--- src/rtl/risc_vector_boot_loader.sv ---
// risc_vector_boot_loader
// Preload engine for the risc_vector core. Parses a framed byte stream
// (HDR, CNT, ADDR, data bytes MSB first, CHK) and turns it into one-hot
// word writes on NUM_MEMS memory ports. The core is held in reset until an
// end-of-load marker (HDR = 8'hFF) is seen; a bad header or checksum parks
// the engine in a sticky error state with the core still in reset.

module risc_vector_boot_loader #(
    parameter int MEM_DATA_WIDTH = 16,
    parameter int MEM_ADDR_WIDTH = 5,
    parameter int NUM_MEMS       = 3
) (
    input  logic                      Clk_i,
    input  logic                      Rst_n_i,
    input  logic                      Load_valid_i,
    input  logic [7:0]                Load_data_i,
    output logic                      Load_ready_o,
    output logic [NUM_MEMS-1:0]       Mem_we_o,
    output logic [MEM_ADDR_WIDTH-1:0] Mem_addr_o,
    output logic [MEM_DATA_WIDTH-1:0] Mem_wdata_o,
    output logic                      Core_rst_n_o,
    output logic                      Done_o,
    output logic                      Err_o
);

    localparam int BPW = MEM_DATA_WIDTH / 8;

    typedef enum logic [2:0] {
        ST_HDR,
        ST_CNT,
        ST_ADDR,
        ST_DATA,
        ST_CHK,
        ST_DONE,
        ST_ERR
    } state_e;

    state_e                      state_q;
    logic [2:0]                  sel_q;
    logic [7:0]                  cnt_q;
    logic [MEM_ADDR_WIDTH-1:0]   addr_q;
    logic [MEM_DATA_WIDTH-1:0]   word_q;
    logic [7:0]                  byteIdx_q;
    logic [7:0]                  chk_q;
    logic [NUM_MEMS-1:0]         we_q;
    logic [MEM_ADDR_WIDTH-1:0]   memAddr_q;
    logic [MEM_DATA_WIDTH-1:0]   wdata_q;
    logic                        ready_q;
    logic                        coreRstN_q;
    logic                        done_q;
    logic                        err_q;

    logic                        accept;
    logic [MEM_DATA_WIDTH-1:0]   word_d;
    logic [7:0]                  chk_d;
    logic [NUM_MEMS-1:0]         selHot;

    assign accept = Load_valid_i & ready_q;

    // Next word value (incoming byte shifted in at the bottom) and running checksum.
    always_comb begin
        word_d = (word_q << 8) | MEM_DATA_WIDTH'(Load_data_i);
        chk_d  = chk_q ^ Load_data_i;
    end

    // One-hot write strobe pattern for the memory selected by the current frame.
    always_comb begin
        selHot = '0;
        for (int m = 0; m < NUM_MEMS; m++) begin
            if (int'(sel_q) == m) begin
                selHot[m] = 1'b1;
            end
        end
    end

    // Frame parser: advances one step per accepted byte and registers all outputs.
    always_ff @(posedge Clk_i or negedge Rst_n_i) begin
        if (!Rst_n_i) begin
            state_q    <= ST_HDR;
            sel_q      <= '0;
            cnt_q      <= '0;
            addr_q     <= '0;
            word_q     <= '0;
            byteIdx_q  <= '0;
            chk_q      <= '0;
            we_q       <= '0;
            memAddr_q  <= '0;
            wdata_q    <= '0;
            ready_q    <= 1'b1;
            coreRstN_q <= 1'b0;
            done_q     <= 1'b0;
            err_q      <= 1'b0;
        end else begin
            we_q <= '0;
            if (accept) begin
                case (state_q)
                    ST_HDR: begin
                        if (Load_data_i == 8'hFF) begin
                            state_q    <= ST_DONE;
                            done_q     <= 1'b1;
                            coreRstN_q <= 1'b1;
                            ready_q    <= 1'b0;
                        end else if (Load_data_i >= 8'(NUM_MEMS)) begin
                            state_q <= ST_ERR;
                            err_q   <= 1'b1;
                            ready_q <= 1'b0;
                        end else begin
                            sel_q   <= Load_data_i[2:0];
                            chk_q   <= Load_data_i;
                            state_q <= ST_CNT;
                        end
                    end
                    ST_CNT: begin
                        cnt_q   <= Load_data_i;
                        chk_q   <= chk_d;
                        state_q <= ST_ADDR;
                    end
                    ST_ADDR: begin
                        addr_q    <= Load_data_i[MEM_ADDR_WIDTH-1:0];
                        chk_q     <= chk_d;
                        byteIdx_q <= '0;
                        word_q    <= '0;
                        state_q   <= ST_DATA;
                    end
                    ST_DATA: begin
                        chk_q  <= chk_d;
                        word_q <= word_d;
                        if (byteIdx_q == 8'(BPW - 1)) begin
                            byteIdx_q <= '0;
                            we_q      <= selHot;
                            memAddr_q <= addr_q;
                            wdata_q   <= word_d;
                            addr_q    <= addr_q + MEM_ADDR_WIDTH'(1);
                            if (cnt_q == 8'd0) begin
                                state_q <= ST_CHK;
                            end else begin
                                cnt_q <= cnt_q - 8'd1;
                            end
                        end else begin
                            byteIdx_q <= byteIdx_q + 8'd1;
                        end
                    end
                    ST_CHK: begin
                        if (Load_data_i == chk_q) begin
                            state_q <= ST_HDR;
                        end else begin
                            state_q <= ST_ERR;
                            err_q   <= 1'b1;
                            ready_q <= 1'b0;
                        end
                    end
                    default: begin
                    end
                endcase
            end
        end
    end

    assign Load_ready_o = ready_q;
    assign Mem_we_o     = we_q;
    assign Mem_addr_o   = memAddr_q;
    assign Mem_wdata_o  = wdata_q;
    assign Core_rst_n_o = coreRstN_q;
    assign Done_o       = done_q;
    assign Err_o        = err_q;

endmodule

--- config.mk ---
export PLATFORM = sky130hd
export DESIGN_NAME = risc_vector_boot_loader
export DESIGN_NICKNAME = d
export VERILOG_FILES = /design/src/rtl/risc_vector_boot_loader.sv
export SDC_FILE = /design/constraint.sdc
export NUM_CORES = 1
export LEC_CHECK = 0
export CORE_MARGIN = 2
export CORE_UTILIZATION = 44
export DETAILED_ROUTE_END_ITERATION = 8
export GPL_TIMING_DRIVEN = 0
export HOLD_SLACK_MARGIN = 0.15
export PLACE_DENSITY = 0.77
export SLEW_MARGIN = 20
export SYNTH_ARGS = -nofsm -noshare
export SYNTH_HDL_FRONTEND = slang
export SYNTH_SLANG_ARGS = --single-unit
--- constraint.sdc ---
create_clock -name Clk_i -period 2.4 [get_ports Clk_i]
set_input_delay 0.36 -clock Clk_i [delete_from_list [all_inputs] [get_ports Clk_i]]
set_output_delay 0.36 -clock Clk_i [all_outputs]
set_load 0.02 [all_outputs]
==> results.cfg <==
[finish]
stdcell_area_um2 = 4260
drive_gt1_share_pct = 17.6
syn_to_final_growth_pct = 19.5
multiInputGateArea_um2 = 1660
finalNonFillerCells = 482
seqCellArea_um2 = 1750
diodes = 0
nets = 391
nFillCells = 656

[clock_network]
cts_buffer_depth = 2
cts_made_buffers = 9
cts_sinks = 70
cts_root_buf = clkbuf_8
cts_tree = yes
cts_resized = 0
cts.htree.levels = 3
path_clk_slew_ps = 80
worstSkewPairLatency_ps = 350

[global_routing]
top_usage_layer = met2
overflow = 0
grt_use_met3_pct = 4.49
antenna_found_initial = 0
grt_use_met1_pct = 26.3
grt_pass1_wl_um = 13200
track_usage_pct = 19.3
grt_pass1_vias = 2658
grt_max_degree = 52
use_met2_pct = 30.2

[synthesis]
ys_ff_latch = 70
dominantRegCellSynth = dfrtp_1
synth_area_um2 = 3560
syn_nets = 347
synth_edf_count = 0
postSynth.asyncResetShare_pct = 100
yosysSeqAreaShare_pct = 49.2
ys_types = 57
syn_area_per_cell_um2 = 10.8
yosysWarnings = 0
netlist_instances = 331

[power_and_ir_drop]
vdd_drop_max_mv = 0.332
power_density_nw_per_um2 = 545
power.total_mw = 2.32
p_leak_nw = 1.92

[route]
finalWirelength_um = 7980
vias = 2828
wl_per_cell_um = 16.5
antenna_left = 0
vias_per_cell = 5.87
first_pass_iters = 4
initialDrtViolationCount = 229
post-route-drc-count = 0

[critical_path]
reg2reg_depth = 6
max_stage_delay_ps = 510
critPathMostFrequentCell = buf_4
cpMaxStageDelayCell = clkdlybuf4s50_1
r2r_slack_ps = 300
cp_max_fo = 10
worstSetupStartpointType = input pin
reg2reg_to = cnt_q[1]
end_kind = flip-flop
critical_path.cell_chain = clkdlybuf4s50_1, and3b_1, buf_4, and3_1, buf_4, nand3_4, buf_2, mux2_2
r2r_start = byteIdx_q[1]
crit_buf_inv = 4
worstPathRequired_ps = 2640
crit_family = buffers and inverters
path_class = in2reg
arrival_ps = 2350

[floorplan]
row_count = 32
io_pins = 39
die_w_um = 94.0
design.die.area_um2 = 8830
fp.dieH_um = 94.0
core_area_um2 = 7770
start_util_pct = 45.9

[sta]
slew_headroom_pct = 54.6
finalHoldViolCount = 0
post-route-min-period_ps = 2110
hold_ws_ps = 304
fin_skew_ps = 12.2
period_share_pct = 88.1
setup_viol = 0
max_freq_ghz = 0.473
rsz0062_at_grt = no
maxSlewViolCount = 0
fin_setup_tns_ps = 0
worst_slew_pin_slew_ps = 680

[min_path]
whs_endpoint = word_q[6]
min_path_cells = 2
holdCritPathClass = in2reg
hold_start = Load_data_i[6]

[run_status]
outcome = complete, no violations

[placed_design]
io_buffers = 31
dpl-instance-area_um2 = 4030
placed_cells = 465
hpwl_um = 5560
gp_congestion = 0.863

[flow_run]
max_cap_viol_count = 0
-- report_power, final --
| part | switching [mW] | total (mW) | internal [mW] |
|---|---|---|---|
| Sequential | 0 | 1.18 | 1.18 |
| Combinational | 0.0583 | 0.0844 | 0.0261 |
| Clock | 0.471 | 1.06 | 0.588 |
| Total | 0.529 | 2.32 | 1.79 |
-- repair_timing --
action	CTS	global route
hold buffers	1	0
endpoints found under the hold margin	18	0
setup buffers	0	0
-- placed cells by master (no fill, tap or decap), types with 3 or more instances in the layout --
master           count
clkbuf_8             9
inv_1                4
nor2b_1              3
nor2_1              21
nor3_1               6
clkdlybuf4s50_1     30
buf_2                4
clkinv_4             3
a22o_1              11
o21a_1               3
a21oi_1             10
and3_1               8
o21ai_0             22
nand4_1              7
a2bb2oi_1            3
xor2_1              10
ha_1                 5
a31oi_1              4
buf_4                6
mux2_2              24
a211o_1              5
o31ai_1             13
nor4_1               7
nand2_1             13
dfrtp_1             69
clkbuf_1            14
nand3_1             16
-- area by class of cell --
class	instances	share of cell area (%)
flip-flops and latches	70	41.2
multi-input cells	231	38.9
repair buffers	33	8.11
plain buffers	26	3.23
well taps	102	3.00
clock buffers	9	2.91
clock inverters	7	2.32
inverters	4	0.353
-- metrics by stage --
stage | utilization, % | setup slack, ps
after floorplan | - | 523
after global placement | 51.5 | -1320
after detailed placement | 51.8 | -69.0
after CTS | 54.8 | 297
after global routing | 54.8 | 167
final | 54.8 | 287
-- Yosys cell counts (all sizes together) (5+ instances only) --
cell type | number | area [um^2]
dfrtp | 69 | 1730
mux2 | 24 | 270
nor2 | 22 | 90.1
o21ai | 22 | 110
nand3 | 17 | 97.6
clkbuf | 15 | 57.6
nand2 | 13 | 48.8
o31ai | 13 | 97.6
a21oi | 11 | 58.8
a22o | 11 | 96.3
buf | 11 | 80.1
xor2 | 10 | 87.6
and3 | 8 | 50.1
nand4 | 7 | 43.8
nor3 | 7 | 40.0
nor4 | 7 | 43.8
a211o | 5 | 43.8
ha | 5 | 62.6
nor4b | 5 | 71.3
-- worst register-to-register path, cell delays in order, from the launching register on --
cell and delay [ps]:
dfrtp_1 420, inv_1 80, ha_1 150, nor4b_4 410, a21oi_2 250, nor2_1 320, mux2_2 370
-- state kept, by name, indices dropped and copies added, names as in the netlist --
name and flops:
Mem_addr_o 5, byteIdx_q 8, state_q 3, Mem_we_o 3
Err_o 1, sel_q 3, Mem_wdata_o 16, Done_o 1
Load_ready_o 1, cnt_q 8, word_q 8, chk_q 8
addr_q 5
-- how the worst max path moves through the flow --
stage | from | to | slack (ps) | depth (start not counted)
final | Load_valid_i | Mem_wdata_o[7] | 290 | 8
after global routing | byteIdx_q[1] | cnt_q[1] | 170 | 6
after CTS | byteIdx_q[1] | cnt_q[1] | 300 | 6
after detailed placement | Load_valid_i | Mem_wdata_o[7] | -70 | 8
after global placement | Rst_n_i | byteIdx_q[7] | -1320 | 1
after floorplan | Load_ready_o | Mem_addr_o[4] | 520 | 7
-- metal layers --
layer | vias to the layer above | part of all wire (%)
met5 | - | 0
met4 | 0 | 2.1
met3 | 15 | 6.6
met2 | 116 | 47
met1 | 1364 | 45
li1 | 1333 | -
-- cells by family (layout without fill, tap and decap cells) --
group | Yosys count | in the layout | share of synthesized area [%]
compound gates | 86 | 86 | 16.8
xor+xnor | 11 | 11 | 2.70
fa+ha+maj | 5 | 5 | 1.76
buf+inv | 30 | 79 | 4.29
flops | 70 | 70 | 49.2
mux | 24 | 24 | 7.59
simple gates | 105 | 105 | 17.7
Power figures use the tool's default switching activity.
